<file path="config.mk">
export PLATFORM = sky130hd
export DESIGN_NAME = btn_ctrl
export DESIGN_NICKNAME = d
export VERILOG_FILES = /design/src/rtl/btn_pkg.sv /design/src/rtl/btn_debounce.sv /design/src/rtl/btn_ctrl.sv
export SDC_FILE = /design/constraint.sdc
export NUM_CORES = 1
export LEC_CHECK = 0
export CAP_MARGIN = 40
export CORE_AREA = 2 2 99 101
export DETAILED_ROUTE_END_ITERATION = 12
export DIE_AREA = 0 0 101 103
export GPL_TIMING_DRIVEN = 0
export PLACE_DENSITY = 0.74
export SYNTH_ARGS = -nofsm -noshare
export SYNTH_HDL_FRONTEND = slang
export SYNTH_SLANG_ARGS = --single-unit
</file>
<file path="constraint.sdc">
create_clock -name clk -period 2.7 [get_ports clk]
set_clock_uncertainty 0.2 [all_clocks]
set_input_delay 0.54 -clock clk [delete_from_list [all_inputs] [get_ports clk]]
set_output_delay 0.54 -clock clk [all_outputs]
set_load 0.01 [all_outputs]
</file>
<file path="src/rtl/btn_pkg.sv">
// rtl/btn_pkg.sv - shared constants and types for the front-panel button conditioner
//
// Purpose : window-position encodings, default debounce length, the
//           arbitrated button-event type and the debounce counter width helper.
// Ports   : none (package).
package btn_pkg;

    // Display window positions (which three digits are shown).
    localparam logic [1:0] WIN_HI  = 2'd0;   // d0..d2
    localparam logic [1:0] WIN_MID = 2'd1;   // d1..d3
    localparam logic [1:0] WIN_LO  = 2'd2;   // d2..d4

    // 10 ms at 100 MHz.
    localparam int DEB_CYCLES_DEFAULT = 1000000;

    // Outcome of priority arbitration between simultaneous press events.
    typedef enum logic [1:0] {
        EV_NONE  = 2'd0,
        EV_START = 2'd1,
        EV_SL    = 2'd2,
        EV_SR    = 2'd3
    } btn_ev_e;

    // Counter must reach DEB_CYCLES-1; $clog2(DEB_CYCLES) bits cover that.
    // Clamped to one bit so a degenerate DEB_CYCLES of 1 still elaborates.
    function automatic int cnt_width(input int cycles);
        return (cycles > 1) ? $clog2(cycles) : 1;
    endfunction

endpackage

</file>
<file path="src/rtl/btn_debounce.sv">
// rtl/btn_debounce.sv - synchronizer, debounce counter and press detector for one button
//
// Purpose : brings a raw asynchronous button into the clock domain, accepts a
//           level change only after DEB_CYCLES consecutive differing samples,
//           and flags the released-to-pressed transition.
// Ports   : clk      - system clock
//           rst_n    - asynchronous active-low reset
//           i_btn    - raw button, active-high, asynchronous
//           o_press  - high during the cycle whose rising edge accepts a press;
//                      unregistered so the parent can act on that same edge
module btn_debounce
    import btn_pkg::*;
#(
    parameter int DEB_CYCLES = DEB_CYCLES_DEFAULT
) (
    input  logic clk,
    input  logic rst_n,
    input  logic i_btn,
    output logic o_press
);

    localparam int            CW       = cnt_width(DEB_CYCLES);
    localparam logic [CW-1:0] CNT_LAST = CW'(DEB_CYCLES - 1);

    logic          r_sync1;
    logic          r_sync2;
    logic          r_stable;
    logic [CW-1:0] r_cnt;

    logic w_differ;
    logic w_expire;

    assign w_differ = r_sync2 ^ r_stable;
    // The flip happens on the edge where the counter already shows DEB_CYCLES-1
    // and the input still disagrees, i.e. the DEB_CYCLES-th differing sample.
    assign w_expire = w_differ && (r_cnt == CNT_LAST);
    // Only a flip from released (0) to pressed (1) is a press.
    assign o_press  = w_expire && !r_stable;

    always_ff @(posedge clk or negedge rst_n) begin
        if (!rst_n) begin
            r_sync1  <= 1'b0;
            r_sync2  <= 1'b0;
            r_stable <= 1'b0;
            r_cnt    <= '0;
        end else begin
            r_sync1 <= i_btn;
            r_sync2 <= r_sync1;
            if (!w_differ || w_expire) begin
                r_cnt <= '0;
            end else begin
                r_cnt <= r_cnt + CW'(1);
            end
            if (w_expire) begin
                r_stable <= ~r_stable;
            end
        end
    end

endmodule

</file>
<file path="src/rtl/btn_ctrl.sv">
// rtl/btn_ctrl.sv - front-panel conditioner: debounced pulses, operand latch, window position
//
// Purpose : turns the start / shift-left / shift-right buttons into one-cycle
//           pulses (start > SR > SL when presses coincide), latches the two
//           signed operands from the switches on start, and tracks the
//           display window position (0..2, saturating).
// Ports   : clk, rst_n              - clock, asynchronous active-low reset
//           btn_start/btn_sl/btn_sr - raw buttons, active-high
//           sw[15:8]/sw[7:0]        - operand A / operand B switches
//           start_p/sl_p/sr_p       - registered one-cycle pulses
//           op_a/op_b               - operands latched on start
//           win_pos                 - display window position
module btn_ctrl
    import btn_pkg::*;
#(
    parameter int DEB_CYCLES = DEB_CYCLES_DEFAULT
) (
    input  logic        clk,
    input  logic        rst_n,
    input  logic        btn_start,
    input  logic        btn_sl,
    input  logic        btn_sr,
    input  logic [15:0] sw,
    output logic        start_p,
    output logic        sl_p,
    output logic        sr_p,
    output logic [7:0]  op_a,
    output logic [7:0]  op_b,
    output logic [1:0]  win_pos
);

    logic    w_press_start;
    logic    w_press_sl;
    logic    w_press_sr;
    btn_ev_e w_ev;

    logic       r_start_p;
    logic       r_sl_p;
    logic       r_sr_p;
    logic [7:0] r_op_a;
    logic [7:0] r_op_b;
    logic [1:0] r_win_pos;

    btn_debounce #(.DEB_CYCLES(DEB_CYCLES)) u_deb_start (
        .clk     (clk),
        .rst_n   (rst_n),
        .i_btn   (btn_start),
        .o_press (w_press_start)
    );

    btn_debounce #(.DEB_CYCLES(DEB_CYCLES)) u_deb_sl (
        .clk     (clk),
        .rst_n   (rst_n),
        .i_btn   (btn_sl),
        .o_press (w_press_sl)
    );

    btn_debounce #(.DEB_CYCLES(DEB_CYCLES)) u_deb_sr (
        .clk     (clk),
        .rst_n   (rst_n),
        .i_btn   (btn_sr),
        .o_press (w_press_sr)
    );

    // Losing presses are dropped outright, never queued for a later cycle.
    always_comb begin
        w_ev = EV_NONE;
        if (w_press_start) begin
            w_ev = EV_START;
        end else if (w_press_sr) begin
            w_ev = EV_SR;
        end else if (w_press_sl) begin
            w_ev = EV_SL;
        end
    end

    always_ff @(posedge clk or negedge rst_n) begin
        if (!rst_n) begin
            r_start_p <= 1'b0;
            r_sl_p    <= 1'b0;
            r_sr_p    <= 1'b0;
            r_op_a    <= 8'h00;
            r_op_b    <= 8'h00;
            r_win_pos <= WIN_MID;
        end else begin
            r_start_p <= (w_ev == EV_START);
            r_sl_p    <= (w_ev == EV_SL);
            r_sr_p    <= (w_ev == EV_SR);
            case (w_ev)
                EV_START: begin
                    r_op_a    <= sw[15:8];
                    r_op_b    <= sw[7:0];
                    r_win_pos <= WIN_MID;
                end
                EV_SL: begin
                    // Saturates at WIN_LO; the pulse still fires.
                    if (r_win_pos != WIN_LO) begin
                        r_win_pos <= r_win_pos + 2'd1;
                    end
                end
                EV_SR: begin
                    if (r_win_pos != WIN_HI) begin
                        r_win_pos <= r_win_pos - 2'd1;
                    end
                end
                default: begin
                end
            endcase
        end
    end

    assign start_p = r_start_p;
    assign sl_p    = r_sl_p;
    assign sr_p    = r_sr_p;
    assign op_a    = r_op_a;
    assign op_b    = r_op_b;
    assign win_pos = r_win_pos;

endmodule

</file>
==> impl_metrics.csv <==
group,metric,value,unit
sta,finalHoldViolations,0,
final_layout,fillers,875,
critical_path,r2r-end,"op_b[7]",
critical_path,path_max_fanout,10,
worst_hold_path,holdPathStages,0,
yosys,syn_area_per_cell,11.2,um^2
critical_path,cp-start-kind,"flop",
grt,gr-total-overflow,0,
yosys,synth-compound-area-share,1.29,%
yosys,synth_xor_area_share,11.8,%
floorplan,num_rows,36,
yosys,syn_nets,388,
critical_path,r2r-start,"u_deb_start.r_cnt[0]",
power,cellPowerDensity,487,nW/um^2
yosys,yosysUniqueCellTypes,47,
critical_path,cp.arrival,2.30,ns
final_layout,seqCellArea,2250,um^2
yosys,synth-simple-area-share,23.4,%
yosys,synth_top_family_by_area,"simple AND/OR/NAND/NOR gates",
sta,finalSetupViolCount,0,
yosys,synthTopCellsByArea,"dfrtp_1, xor2_1, nor2_1, mux2_2, xnor2_1",
yosys,synth_warnings,0,
floorplan,die_area,10400,um^2
yosys,synthCells,364,
floorplan,chipHeight,103,um
floorplan,die_width,101,um
routing,vias,2783,
final_layout,drive_gt1_share,13.0,%
clock_tree,h-tree-depth,3,
critical_path,r2r_slack,0.43,ns
power,power_frac_seq,58.2,%
worst_hold_path,hp-start,"u_deb_start.r_sync1",
grt,grt_pass1_wl,12600,um
sta,worstMarginPinSlew,0.532,ns
critical_path,crit_path_end_kind,"flop",
routing,drcViolationCount,0,
routing,drtIter0Drc,88,
power,p_comb_share,4.3,%
yosys,async_reset_ff_share,100,%
routing,routed_wl,7360,um
power,internal_power,1850,uW
sta,tns,0,ns
final_layout,antenna_cells,0,
grt,gr-usage-all-layers,15.6,%
yosys,synth_top_area_share,54.6,%
routing,firstDrtPassIters,4,
place,place.gp.congestion,0.766,
sta,period_needed,2.27,ns
worst_hold_path,holdPathEnd,"u_deb_start.r_sync2",
yosys,synthAdderAreaFrac,0.919,%
clock_tree,path_clk_slew,0.08,ns
routing,routed_via_density,5.19,
power,peakVddDrop,199,uV
final_layout,stdcell_count,536,
critical_path,reg2reg_depth,5,
floorplan,core_area,9460,um^2
yosys,synth-seq-area-share,55.2,%
sta,timing.hold.ws,0.162,ns
power,p_sw_share,21.6,%
power,switchingPower,512,uW
yosys,synth_edf_count,0,
grt,grt_pass1_vias,2710,
clock_tree,ctsRootBufferMaster,"clkbuf_8",
floorplan,initial_core_util,43.2,%
clock_tree,numCtsBuffers,9,
critical_path,crit_type,"reg -> reg",
sta,rsz0062_at_grt,"no",
yosys,synth_area_leader_cell,"dfrtp_1",
sta,finalCritPeriodShare,84.1,%
yosys,synth_seq_cells,90,
sta,fmax,440,MHz
sta,relSlewSlack,64.2,%
clock_tree,cts_num_sinks,90,
routing,wl_per_cell,13.7,um
status,status,"completed",
place,io_buffers,41,
clock_tree,cts_tree,"yes",
clock_tree,insertion_delay,0.35,ns
critical_path,crit_required,2.73,ns
power,leakage,0.00216,uW
final_layout,nNetsFinal,442,
grt,antenna_found_initial,0,
sta,drv_slew,0,
final_layout,multi_input_area,1750,um^2
yosys,syn_area,4080,um^2
clock_tree,cts_buffer_depth,2,
routing,postRouteAntennaNets,0,
clock_tree,cts.repair.resized,0,
place,dp_hpwl,5350,um
yosys,synth-main-ff-cell,"dfrtp_1",
grt,grt_start_max_net_pins,60,
job,cap_violations,0,
final_layout,syn2layout_area_growth,18.9,%
floorplan,pin_count,42,
worst_hold_path,holdCritPathClass,"reg -> reg",
power,clkPwrFrac,37.5,%
place,dpl.cell_count,520,
yosys,synth.area.mux_share,5.49,%
-- worst max-delay path by stage --
stage | startpoint | end
final | u_deb_start.r_cnt[0] | op_b[7]
after global routing | u_deb_start.r_cnt[0] | op_b[7]
after CTS | u_deb_start.r_cnt[0] | op_b[7]
after detailed placement | u_deb_start.r_cnt[0] | op_a[7]
after global placement | rst_n | u_deb_sl.r_cnt[13]
after floorplan | u_deb_start.r_cnt[0] | op_a[0]
-- layout by cell type, fill, tap and decap left out, types with 2 or more instances in the layout --
cell,count
and2_1,2
and3_1,12
and4_1,7
and4_4,2
buf_2,3
buf_4,3
buf_6,2
clkbuf_1,4
clkbuf_8,10
clkdlybuf4s50_1,40
clkinv_2,2
dfrtp_1,89
ha_1,3
inv_1,5
mux2_2,19
nand2_1,17
nand2b_1,2
nand3_1,22
nand4_1,13
nor2_1,63
nor2b_1,5
nor3_1,6
nor3b_1,2
nor4_1,4
nor4_2,2
o21ai_0,3
xnor2_1,20
xor2_1,35
-- cell usage after synthesis (all sizes together) (2+ instances only) --
cell / instances
and3: 13
and4: 9
buf: 7
clkbuf: 2
nor2: 64
o21ai: 3
dfrtp: 89
a21oi: 2
nor3b: 2
or3: 2
xor2: 35
xnor2: 20
nor2b: 5
nor3: 6
and2: 2
nor4: 7
nand4: 14
mux2: 19
nand2b: 2
ha: 3
inv: 5
nand3: 23
nand2: 19
-- worst max-delay path: stages, from the launching register on --
cell	delay [ns]
dfrtp_1	0.44
ha_1	0.37
nand3_4	0.13
nor4_4	0.43
buf_6	0.23
mux2_2	0.35
-- state kept, by name (all words and copies together), names as in the netlist, 2 cells and up --
signal,flops
u_deb_sl.r_cnt,20
u_deb_sr.r_cnt,20
u_deb_start.r_cnt,20
op_a,8
op_b,8
win_pos,2
-- area by class of cell --
| type | instances | area share (%) |
|---|---|---|
| Clock buffer | 12 | 2.99 |
| Buffer | 9 | 1.24 |
| Clock inverter | 3 | 0.825 |
| Multi-Input combinational cell | 260 | 36.0 |
| Inverter | 5 | 0.386 |
| Sequential cell | 90 | 46.4 |
| Tap cell | 114 | 2.94 |
| Timing Repair Buffer | 43 | 9.17 |
-- kinds of logic (layout without fill, tap and decap cells) --
logic type,Yosys count,count (layout)
compound gates,8,8
flops,90,90
fa+ha+maj,3,3
xor+xnor,55,55
mux,20,20
buf+inv,14,72
simple gates,174,174
-- layer usage --
layer,share of wire [%],vias to the layer above,GRT usage (%),wire length (um)
li1,-,1354,-,-
met1,47,1388,20.6,3430
met2,49,29,25.1,3630
met3,2.0,12,2.92,145
met4,2.0,0,7.17,146
met5,0,-,0,0
-- what timing repair did --
action	4_1_cts	5_1_grt
hold endpoints to repair	31	0
setup buffers	0	0
hold buffers	1	0
-- per-stage QoR --
step,utilization [%],cell area (um^2),setup slack (ns),power [uW]
after floorplan,-,4080,0.750,1440
after global placement,49.0,4640,-2.31,1500
after detailed placement,49.3,4660,0.426,1510
after CTS,51.3,4860,0.401,2390
after global routing,51.3,4860,0.302,2460
final,51.3,4860,0.428,2370
-- power by group through the flow --
stage / Combinational [uW] / Clock, uW / Sequential [uW]
3_5_place_dp: 104 / 0 / 1400
5_1_grt: 118 / 958 / 1380
3_3_place_gp: 97.3 / 0 / 1400
4_1_cts: 106 / 909 / 1380
2_1_floorplan: 34.8 / 0 / 1400
6_report: 102 / 887 / 1380
No activity file was read; power rests on OpenSTA's default activity.
==> variant, RTL diff (same settings) <==
Make the reset (`rst_n`) synchronous in 2 clocked blocks. Comments in the files are not updated.
--- a/src/rtl/btn_debounce.sv
+++ b/src/rtl/btn_debounce.sv
@@ -38,5 +38,5 @@
     assign o_press  = w_expire && !r_stable;
 
-    always_ff @(posedge clk or negedge rst_n) begin
+    always_ff @(posedge clk) begin
         if (!rst_n) begin
             r_sync1  <= 1'b0;
--- a/src/rtl/btn_ctrl.sv
+++ b/src/rtl/btn_ctrl.sv
@@ -75,5 +75,5 @@
     end
 
-    always_ff @(posedge clk or negedge rst_n) begin
+    always_ff @(posedge clk) begin
         if (!rst_n) begin
             r_start_p <= 1'b0;
Check against the original RTL: same outputs for any inputs over 10 cycles, from zero or initial values and one cycle with rst_n low; that may be too few to reach the edited logic, so the function may still have changed.
==> variant against the original RTL <==
Count of clock-buffer cells in the layout decreased by 2; first-iteration DRC count decreased by 11%; core utilization decreased by 3.4 points; largest cell class is now multi-input gates; synthesized area decreased by 8.6%; routed wire length decreased by 2.2%; sequential share of layout area decreased by 6.7 points; power increased by 5.4%; critical endpoint is now u_deb_sl.r_cnt[16]; largest power group unchanged; sequential cell count unchanged; clock power increased by 24%; setup slack got worse by 0.14 ns; critical path type unchanged; final area decreased by 6.6%; combinational power decreased by 45%.
==> variant: results (changes against the original RTL) <==
status = finished clean (unchanged)
wire per inst = 12.60 um (was 13.73 um)
fin cells = 571 (was 536)
Placer Congestion = 0.7757 (was 0.7662)
met2 GRT Util = 0.2513 (was 0.2508)
met1 global-route usage = 0.1854 (was 0.2062)
Synth top cells by count = dfxtp_1, nor2_1, xor2_1 (was dfrtp_1, nor2_1, xor2_1)
Setup WS pre-CTS = 0.3004 ns (was 0.4258 ns)
Filler cells = 905 (was 875)
Hold-fix buffers, CTS = 0 (was 1)
routed wl met3 = 198 um (was 145 um)
Crit path largest cell delay = 0.61 ns (was 0.44 ns)
nets = 476 (was 442)
Critical Path AT = 2.45 ns (was 2.30 ns)
Mapped Avg Cell Area = 9.334 um2 (was 11.22 um2)
first-pass GRT wire length = 12,470 um (was 12,580 um)
wl on met1 = 3442 um (was 3433 um)
Crit-path slowest cell = nor4_1 (was dfrtp_1)
ys async rst share = 0 (was 1.000)
met2 wire length = 3468 um (was 3632 um)
largest cells by area after synthesis = dfxtp_1, nor2_1, xor2_1, xnor2_1, mux2i_1 (was dfrtp_1, xor2_1, nor2_1, mux2_2, xnor2_1)
Vias/cell = 4.965 (was 5.192)
LEAKAGE = 0.001509 uW (was 0.002160 uW)
met3 Use GR = 0.04881 (was 0.02915)
Iter 0 DRT Violations = 78 (was 88)
worst vdd rail ir drop = 313.5 uV (was 198.6 uV)
most used flip-flop cell after synthesis = dfxtp_1 (was dfrtp_1)
variant: cell types whose count changed after synthesis, moves of 3 or more:
cell and delta:
xnor2_1 +3, mux2_2 -19, nor3_1 +4, nor2_1 +25
nand4_1 -4, and3_1 -3, dfxtp_1 +90, and2_1 +6
mux2i_1 +19, clkbuf_1 +7, dfrtp_1 -89, nor4b_1 +3
variant: cell type report:
class,instances,area (um2),share of cell area
Timing Repair Buffer,41,410.4,0.09046
Tap cell,114,142.6,0.03144
Clock buffer,10,137.6,0.03034
Sequential cell,90,1802,0.3971
Inverter,7,26.28,0.005792
Multi-Input combinational cell,288,1812,0.3993
Clock inverter,6,112.6,0.02482
Buffer,15,93.84,0.02068
variant: final timing paths:
check	from	to	slack, ns	cells past startpoint
min reg2reg	u_deb_start.r_sync1	u_deb_start.r_sync2	0.24	1
min	u_deb_start.r_sync1	u_deb_start.r_sync2	0.24	1
max	u_deb_sl.r_cnt[0]	u_deb_sl.r_cnt[16]	0.29	8
max reg2reg	u_deb_sl.r_cnt[0]	u_deb_sl.r_cnt[16]	0.29	8
variant: logic make-up (layout without fill, tap and decap cells):
logic type               count (synthesis)  in the layout  share of synthesized area
multiplexers                            20             20                    0.05362
buffers and inverters                   22             79                    0.03217
AO/OA/AOI/OAI                            7              7                    0.01240
adder cells (fa/ha/maj)                  3              3                    0.01005
AND/OR/NAND/NOR                        202            202                     0.2778
XOR/XNOR                                56             56                     0.1314
flip-flops                              90             90                     0.4826
variant: worst max-delay path: cells and delay by family (launching register included):
kind / cells / cell delay (ns)
and+or+nand+nor: 5 / 1.19
DFF: 1 / 0.38
buffers and inverters: 2 / 0.33
adders and majority gates: 1 / 0.20
variant: power breakdown:
group	leakage, uW	switching [uW]	internal, uW
logic	0.000656	23.2	33.1
clock network	0.000127	460	643
registers	0.000726	3.38	1330
